`config.mk`:
```
export PLATFORM = sky130hd
export DESIGN_NAME = spu_cmd_initiator
export DESIGN_NICKNAME = d
export VERILOG_FILES = /design/src/rtl/spu_pkg.sv /design/src/rtl/spu_cmd_initiator.sv
export SDC_FILE = /design/constraint.sdc
export NUM_CORES = 1
export LEC_CHECK = 0
export ABC_CLOCK_PERIOD_IN_PS = 4600
export BUFFER_PORTS_ARGS = -buffer_cell sky130_fd_sc_hd__buf_2
export CAP_MARGIN = 20
export CORE_UTILIZATION = 52
export CTS_CLUSTER_SIZE = 20
export DETAILED_ROUTE_END_ITERATION = 12
export PLACE_DENSITY = 0.83
export SYNTH_ARGS = -nofsm -noshare
export SYNTH_HDL_FRONTEND = slang
export SYNTH_SLANG_ARGS = --single-unit
```
`constraint.sdc`:
```
create_clock -name clk -period 4.6 [get_ports clk]
set_clock_uncertainty 0.1 [all_clocks]
set_input_delay 0.69 -clock clk [delete_from_list [all_inputs] [get_ports clk]]
set_output_delay 0.69 -clock clk [all_outputs]
set_load 0.02 [all_outputs]
```
`src/rtl/spu_pkg.sv`:
```
// Shared definitions for the SPU packed pin interface: opcodes, field widths,
// bit positions on ui_in/uio_in and the command initiator's state encoding.
package spu_pkg;

    // Opcodes carried in uio_in[7:6]
    localparam logic [1:0] OP_FOCAL_MEAN = 2'b00;
    localparam logic [1:0] OP_MANHATTAN  = 2'b01;
    localparam logic [1:0] OP_BOX_AREA   = 2'b10;
    localparam logic [1:0] OP_TENSOR_MUL = 2'b11;

    // Field widths
    localparam int unsigned A_W      = 4;
    localparam int unsigned B_W      = 4;
    localparam int unsigned C_W      = 3;
    localparam int unsigned D_W      = 3;
    localparam int unsigned OP_W     = 2;
    localparam int unsigned RESULT_W = 8;
    localparam int unsigned BUS_W    = 8;

    // Field LSB positions; A/B live on ui_in, C/D/OP on uio_in
    localparam int unsigned A_LSB  = 0;
    localparam int unsigned B_LSB  = 4;
    localparam int unsigned C_LSB  = 0;
    localparam int unsigned D_LSB  = 3;
    localparam int unsigned OP_LSB = 6;

    // Initiator FSM states
    typedef enum logic [1:0] {
        StIdle = 2'd0,
        StWait = 2'd1,
        StResp = 2'd2
    } spu_state_e;

    // Build the ui_in byte from operands A and B: {B, A}
    function automatic logic [BUS_W-1:0] pack_ui(input logic [A_W-1:0] a,
                                                 input logic [B_W-1:0] b);
        logic [BUS_W-1:0] v;
        v = '0;
        v[A_LSB +: A_W] = a;
        v[B_LSB +: B_W] = b;
        return v;
    endfunction

    // Build the uio_in byte from opcode and operands C and D: {OP, D, C}
    function automatic logic [BUS_W-1:0] pack_uio(input logic [OP_W-1:0] op,
                                                  input logic [C_W-1:0]  c,
                                                  input logic [D_W-1:0]  d);
        logic [BUS_W-1:0] v;
        v = '0;
        v[C_LSB  +: C_W]  = c;
        v[D_LSB  +: D_W]  = d;
        v[OP_LSB +: OP_W] = op;
        return v;
    endfunction

endpackage

```
`src/rtl/spu_cmd_initiator.sv`:
```
// Command initiator for the SPU pin interface. Accepts one command, drives it
// onto ui_in/uio_in, waits SETTLE_CYCLES edges for the combinational SPU to
// settle, captures uo_out and hands it back over a valid/ready response port.
module spu_cmd_initiator
    import spu_pkg::*;
#(
    parameter int unsigned SETTLE_CYCLES = 2,   // legal 1..15
    parameter int unsigned CNT_W         = 16
) (
    input  logic                clk,
    input  logic                rst_n,

    input  logic                cmd_valid,
    output logic                cmd_ready,
    input  logic [OP_W-1:0]     cmd_op,
    input  logic [A_W-1:0]      cmd_a,
    input  logic [B_W-1:0]      cmd_b,
    input  logic [C_W-1:0]      cmd_c,
    input  logic [D_W-1:0]      cmd_d,

    output logic [BUS_W-1:0]    spu_ui,
    output logic [BUS_W-1:0]    spu_uio,
    input  logic [RESULT_W-1:0] spu_uo,

    output logic                rsp_valid,
    input  logic                rsp_ready,
    output logic [RESULT_W-1:0] rsp_data,
    output logic [OP_W-1:0]     rsp_op,

    output logic                busy,
    output logic [CNT_W-1:0]    txn_count
);

    localparam int unsigned SETTLE_W = 4;
    localparam logic [SETTLE_W-1:0] SETTLE_LOAD = SETTLE_W'(SETTLE_CYCLES - 1);

    spu_state_e          state_q, state_d;
    logic [SETTLE_W-1:0] settle_cnt_q, settle_cnt_d;
    logic [OP_W-1:0]     op_q, op_d;
    logic [BUS_W-1:0]    spu_ui_q, spu_ui_d;
    logic [BUS_W-1:0]    spu_uio_q, spu_uio_d;
    logic [RESULT_W-1:0] rsp_data_q, rsp_data_d;
    logic [OP_W-1:0]     rsp_op_q, rsp_op_d;
    logic                rsp_valid_q, rsp_valid_d;
    logic [CNT_W-1:0]    txn_count_q, txn_count_d;

    // Next-state logic: accept in IDLE, count down in WAIT, hand off in RESP
    always_comb begin
        state_d      = state_q;
        settle_cnt_d = settle_cnt_q;
        op_d         = op_q;
        spu_ui_d     = spu_ui_q;
        spu_uio_d    = spu_uio_q;
        rsp_data_d   = rsp_data_q;
        rsp_op_d     = rsp_op_q;
        rsp_valid_d  = rsp_valid_q;
        txn_count_d  = txn_count_q;

        unique case (state_q)
            StIdle: begin
                // cmd_ready is high throughout IDLE, so valid alone completes the handshake
                if (cmd_valid) begin
                    spu_ui_d     = pack_ui(cmd_a, cmd_b);
                    spu_uio_d    = pack_uio(cmd_op, cmd_c, cmd_d);
                    op_d         = cmd_op;
                    settle_cnt_d = SETTLE_LOAD;
                    state_d      = StWait;
                end
            end
            StWait: begin
                if (settle_cnt_q != '0) begin
                    settle_cnt_d = settle_cnt_q - 1'b1;
                end else begin
                    rsp_data_d  = spu_uo;
                    rsp_op_d    = op_q;
                    rsp_valid_d = 1'b1;
                    state_d     = StResp;
                end
            end
            StResp: begin
                // Returning to IDLE here keeps the handshake edge free of a new accept
                if (rsp_ready) begin
                    rsp_valid_d = 1'b0;
                    txn_count_d = txn_count_q + 1'b1;
                    state_d     = StIdle;
                end
            end
            default: begin
                state_d = StIdle;
            end
        endcase
    end

    // State and datapath registers; the SPU bus only clears on reset
    always_ff @(posedge clk or negedge rst_n) begin
        if (!rst_n) begin
            state_q      <= StIdle;
            settle_cnt_q <= '0;
            op_q         <= '0;
            spu_ui_q     <= '0;
            spu_uio_q    <= '0;
            rsp_data_q   <= '0;
            rsp_op_q     <= '0;
            rsp_valid_q  <= 1'b0;
            txn_count_q  <= '0;
        end else begin
            state_q      <= state_d;
            settle_cnt_q <= settle_cnt_d;
            op_q         <= op_d;
            spu_ui_q     <= spu_ui_d;
            spu_uio_q    <= spu_uio_d;
            rsp_data_q   <= rsp_data_d;
            rsp_op_q     <= rsp_op_d;
            rsp_valid_q  <= rsp_valid_d;
            txn_count_q  <= txn_count_d;
        end
    end

    assign cmd_ready = (state_q == StIdle);
    assign busy      = (state_q != StIdle);
    assign spu_ui    = spu_ui_q;
    assign spu_uio   = spu_uio_q;
    assign rsp_valid = rsp_valid_q;
    assign rsp_data  = rsp_data_q;
    assign rsp_op    = rsp_op_q;
    assign txn_count = txn_count_q;

endmodule

```
==> results of run 1 <==
## worst max path at each step
stage                           startpoint                endpoint  slack, ns  depth (start not counted)
finish              state_q[1]$_DFFE_PN0P_  spu_uio[4]$_DFFE_PN0P_       2.61                          4
global route        state_q[1]$_DFFE_PN0P_   spu_ui[7]$_DFFE_PN0P_       2.50                          4
CTS                 state_q[1]$_DFFE_PN0P_  spu_uio[4]$_DFFE_PN0P_       2.61                          4
detailed placement               cmd_valid     op_q[0]$_DFFE_PN0P_       2.45                          4
global placement                 cmd_valid   spu_ui[5]$_DFFE_PN0P_       2.50                          4
floorplan           state_q[1]$_DFFE_PN0P_     op_q[0]$_DFFE_PN0P_       2.51                          5
## cell families after synthesis
kind of cell	count (synthesis)
multiplexers	28
XOR/XNOR	17
buffers and inverters	9
AND/OR/NAND/NOR	40
adder cells (fa/ha/maj)	3
flip-flops	49
AO/OA/AOI/OAI	4
## power by group
| part | switching (mW) | internal, mW | total, mW |
|---|---|---|---|
| Clock | 0.142 | 0.105 | 0.247 |
| Combinational | 0.404 | 0.311 | 0.715 |
| Sequential | 0.107 | 0.595 | 0.702 |
## registers in the layout (all words and copies together), names as in the netlist
signal        flops
settle_cnt_q      4
spu_ui            8
rsp_data          8
txn_count        16
rsp_op            2
op_q              1
rsp_valid         1
spu_uio           7
state_q           2
## stage by stage
stage                     total power [mW]  utilization  cells
after CTS                             1.68        0.680    275
after global routing                  1.77        0.685    276
after floorplan                       1.19            -    150
after detailed placement              1.43        0.657    267
after global placement                1.40        0.657    267
final                                 1.66        0.685    276
## cells in the final DEF, fill, tap and decap left out, drive strengths merged, types with 2 or more instances in the layout
cell | synthesis | routed
xnor2 | 8 | 8
ha | 3 | 3
dfrtp | 49 | 49
nor2 | 9 | 9
nand3 | 9 | 9
and4 | 2 | 2
nand2 | 6 | 6
mux2 | 28 | 28
o21ai | 2 | 2
nor3 | 4 | 4
inv | 6 | 6
and3 | 2 | 2
nand4 | 2 | 2
clkbuf | 0 | 5
xor2 | 9 | 9
buf | 3 | 73
clkinv | 0 | 2
## metal layers
| layer | global-route usage | up-vias |
|---|---|---|
| li1 | - | 664 |
| met1 | 0.251 | 649 |
| met2 | 0.311 | 60 |
| met3 | 0.0669 | 4 |
| met4 | 0.0833 | 0 |
| met5 | 0 | - |
## layout make-up
| cell class | instances | share of cell area |
|---|---|---|
| Multi-Input combinational cell | 92 | 0.303 |
| Clock inverter | 3 | 0.00688 |
| Inverter | 6 | 0.00885 |
| Clock buffer | 5 | 0.0270 |
| Sequential cell | 49 | 0.482 |
| Timing Repair Buffer | 73 | 0.149 |
| Tap cell | 48 | 0.0236 |
==> flow_metrics.tcl, run 1 <==
set metrics [dict create \
    reg2reg_from "state_q[1]$_DFFE_PN0P_" \
    syn_inst 150 \
    grt_overflow 0 \
    holdBufCountCts 0 \
    cp_slowest_cell "nor2_2" \
    core_um2 3720 \
    min_path_type "in -> async" \
    synth_seq_cells 49 \
    fin_hold_ws_ns 0.226 \
    yosys.area.top_type "dfrtp_1" \
    postSynthAreaPerCell_um2 13.6 \
    setup.worst_path.end_class "flop" \
    slew_violations 0 \
    grt_pass1_vias 1360 \
    post-route-period-util 0.433 \
    htreeDepth 2 \
    numCtsBuffers 5 \
    slowest_delay_ns 0.66 \
    clk_path_buf_depth 2 \
    clkTransAtPathRegs_ns 0.09 \
    io_buffers 72 \
    cp_max_fo 18 \
    setup_viol 0 \
    cts_setup_buffers 0 \
    fin_crit_ns 1.99 \
    max-vdd-ir-drop_uv 391 \
    hold_viol_final 0 \
    slew_headroom 0.421 \
    grtUsageTotal 0.198 \
    vias 1377 \
    synthMuxAreaShare 0.155 \
    cts_tree "built" \
    clkLatencyLatePin_ns 0.30 \
    final_nets 258 \
    seq_area_frac_synth 0.602 \
    yosys.area_share.simple 0.119 \
    tightest_slew_ns 0.868 \
    via_per_inst 4.99 \
    status "complete, no violations" \
    synth_area_um2 2040 \
    cts_sinks 49 \
    synth_top_family_by_area "multiplexers" \
    cts.repair.resized 0 \
    synth_flop_cell "dfrtp_1" \
    grt_max_degree 50 \
    path_cells "nor2_1 -> inv_1 -> nor2_2 -> mux2_2" \
    antenna_found_initial 0 \
    grt_pass1_wl_mm 6.07 \
    wl_met1_mm 1.71 \
    post-place-ws_ns 2.45 \
    nFillCells 298 \
    setup_ws_ns 2.61 \
    wl_met3_um 245 \
    gp_congestion 0.749 \
    r2r_end "spu_uio[4]$_DFFE_PN0P_" \
    timing.fmax_ghz 0.503 \
    synth_cell_types 26 \
    wl_mm 3.74 \
    synth_compound_area_frac 0.0129 \
    synthMostInstantiatedCell "dfrtp_1" \
    synth_edf_count 0 \
    cts_root_buffer "clkbuf_8" \
    rows 22 \
    arrival_ns 2.08 \
    synth_top_area_frac 0.602 \
    maxCapViolations 0 \
    synth_xor_area_frac 0.0731 \
    worstPathRequired_ns 4.69 \
    yosysWarnings 0 \
    p_leak_nw 1.31 \
    multi_input_area_um2 771 \
    drtIter0Drc 40 \
    synth.area.top_cells "dfrtp_1 60%, mux2_2 15%, xor2_1 3.9%" \
    wire_per_inst_um 13.5 \
    fin_tns_setup_ns 0 \
    wl_met2_mm 1.74 \
    finalInstanceArea_um2 2550 \
    dieHeight_um 64.6 \
    drive_gt1_frac 0.509 \
    syn_to_final_growth_pct 25.0 \
    hpwl_mm 2.66 \
    start_kind "flop" \
    rsz0062_at_grt "false" \
    crit_buf_inv 1 \
    dr.max_layer_used "met4" \
    async_reset_ff_frac 1.00 \
    drc 0 \
    synth_fa_ha_area_frac 0.0184 \
    diodes 0 \
    first_pass_iters 4 \
    seq_area_um2 1230 \
    initial_core_util 0.548 \
    syn_nets 181 \
    synth_common_cells "49 x dfrtp_1, 28 x mux2_2, 9 x nand3_1, 9 x xor2_1" \
    p_per_area_nw_per_um2 653 \
    r2r_slack_ns 2.61 \
    dpl_cell_area_um2 2440 \
    reg2reg_depth 4 \
    crit_type "reg -> reg" \
    die_area_um2 4170 \
    io_pins 73 \
    die_x_um 64.6 \
    drtAntennaViolNets 0 \
    path_delay_family "simple AND/OR/NAND/NOR gates" \
]
Note: power is estimated with default switching activity, not from simulation.
==> inputs of run 2 (changes only) <==
--- a/config.mk
+++ b/config.mk
@@ -5,13 +5,13 @@
 export SDC_FILE = /design/constraint.sdc
 export NUM_CORES = 1
 export LEC_CHECK = 0
-export ABC_CLOCK_PERIOD_IN_PS = 4600
+export ABC_CLOCK_PERIOD_IN_PS = 1750
 export BUFFER_PORTS_ARGS = -buffer_cell sky130_fd_sc_hd__buf_2
 export CAP_MARGIN = 20
-export CORE_UTILIZATION = 52
+export CORE_UTILIZATION = 44
 export CTS_CLUSTER_SIZE = 20
 export DETAILED_ROUTE_END_ITERATION = 12
-export PLACE_DENSITY = 0.83
+export PLACE_DENSITY = 0.75
 export SYNTH_ARGS = -nofsm -noshare
 export SYNTH_HDL_FRONTEND = slang
 export SYNTH_SLANG_ARGS = --single-unit
==> constraint.sdc (replaced) <==
create_clock -name clk -period 1.75 [get_ports clk]
set_clock_uncertainty 0.1 [all_clocks]
set_input_delay 0.2625 -clock clk [delete_from_list [all_inputs] [get_ports clk]]
set_output_delay 0.2625 -clock clk [all_outputs]
set_load 0.02 [all_outputs]
==> flow_metrics.tcl, run 2 (same netlist as run 1, synthesis figures left out) <==
set metrics [dict create \
    clkLatencyLatePin_ns 0.30 \
    start_kind "flop" \
    slew_violations 0 \
    cts_setup_buffers 0 \
    diodes 0 \
    final_common_cell "buf_2" \
    final_cell_mix "72 x buf_2, 47 x dfrtp_1, 28 x mux2_2" \
    grt_overflow 0 \
    post-route-period-util 0.976 \
    place_inst 280 \
    wl_mm 3.75 \
    tightest_slew_ns 0.329 \
    clkTransAtPathRegs_ns 0.09 \
    die_x_um 70.0 \
    largest_register_ffs 16 \
    gp_congestion 0.739 \
    setup_ws_ns 0.0423 \
    dieHeight_um 70.0 \
    wire_per_inst_um 12.9 \
    p_per_area_nw_per_um2 1740 \
    rows 24 \
    syn_to_final_growth_pct 32.1 \
    drtAntennaViolNets 0 \
    cts_tree "built" \
    cts_root_buffer "clkbuf_8" \
    hpwl_mm 2.61 \
    min_path_type "in -> reg" \
    worstPathRequired_ns 1.83 \
    final_nets 268 \
    post-place-ws_ns 0.0266 \
    die_area_um2 4910 \
    cts_sinks 49 \
    grtUsageTotal 0.162 \
    drc 0 \
    slew_headroom 0.778 \
    fin_crit_ns 1.71 \
    grt_pass1_vias 1389 \
    drive_gt1_frac 0.563 \
    htreeDepth 2 \
    nFillCells 370 \
    io_buffers 72 \
    numCtsBuffers 5 \
    dpl_cell_area_um2 2550 \
    cp_max_fo 6 \
    io_pins 73 \
    drtIter0Drc 50 \
    crit_type "reg -> reg" \
    arrival_ns 1.79 \
    max-vdd-ir-drop_uv 939 \
    maxCapViolations 0 \
    layoutNonFillerInstCount 290 \
    grt_pass1_wl_mm 6.20 \
    via_per_inst 4.91 \
    initial_core_util 0.461 \
    finalInstanceArea_um2 2690 \
    antenna_found_initial 0 \
    timing.fmax_ghz 0.586 \
    setup_viol 0 \
    first_pass_iters 4 \
    fin_tns_setup_ns 0 \
    grt_max_degree 50 \
    status "complete, no violations" \
    p_leak_nw 1.38 \
    rsz0062_at_grt "true" \
    clk_path_buf_depth 2 \
    hold_viol_final 0 \
    core_um2 4410 \
    vias 1424 \
    setup.worst_path.end_class "flop" \
]
[run 2: cell types whose count changed in the layout (fill, tap and decap cells not counted), sizes merged]
| cell | previous run | this run |
|---|---|---|
| buf | 73 | 81 |
| clkinvlp | 1 | 0 |
| nand2b | 1 | 2 |
| dlygate4sd3 | 0 | 1 |
| clkinv | 2 | 1 |
| clkbuf | 5 | 7 |
[run 2: routing by layer]
metal | GRT usage | share of wire
met4 | 0.0667 | 0.017
met1 | 0.187 | 0.42
met2 | 0.283 | 0.52
met5 | 0 | 0
met3 | 0.0447 | 0.041
[run 2: worst max-delay path, cell delays in order, from the launching register on]
cell and delay [ns]:
dfrtp_1 0.40, inv_2 0.08, ha_1 0.13, or3b_4 0.41, nand2b_4 0.20, mux2_2 0.28
[run 2: cell type report]
type	count	area, µm²	share of cell area
repair buffers	82	463	0.172
inverters	6	22.5	0.00837
multi-input cells	93	810	0.301
flip-flops and latches	49	1230	0.457
well taps	52	65.1	0.0242
clock inverters	1	5.00	0.00186
clock buffers	7	96.3	0.0358
[run 2: per-stage QoR]
stage                     utilization  hold WS (ns)  power, mW
after floorplan                     -        -0.133       3.19
after global placement          0.579         0.165       3.89
after detailed placement        0.579         0.163       3.95
after CTS                       0.604        0.0799       4.67
after global routing            0.609        0.0838       4.98
final                           0.609        0.0904       4.69
[run 2: path summary, 6_finish.rpt]
check,startpoint,to,slack [ns],depth (start not counted)
hold reg to reg,txn_count[15]$_DFFE_PN0P_,txn_count[15]$_DFFE_PN0P_,0.37,1
min in group asynchronous,rst_n,rsp_data[3]$_DFFE_PN0P_,0.39,3
hold / removal,spu_uo[0],rsp_data[0]$_DFFE_PN0P_,0.09,2
setup reg to reg,settle_cnt_q[0]$_DFFE_PN0P_,rsp_data[3]$_DFFE_PN0P_,0.04,5
setup / recovery,settle_cnt_q[0]$_DFFE_PN0P_,rsp_data[3]$_DFFE_PN0P_,0.04,5
max in group asynchronous,rst_n,txn_count[1]$_DFFE_PN0P_,0.92,3
[run 2: power by group]
group	leakage (nW)	switching (mW)	internal (mW)	total (mW)
clock	0.0542	0.354	0.357	0.711
sequential	0.604	0.243	1.57	1.81
combinational	0.722	1.17	0.991	2.17
[run 2: timing repair]
| item | CTS | global route |
|---|---|---|
| resized for setup | 0 | 6 |
| endpoints found under the hold margin | 49 | 0 |
| hold buffers | 1 | 0 |
| setup endpoints to repair | 0 | 16 |
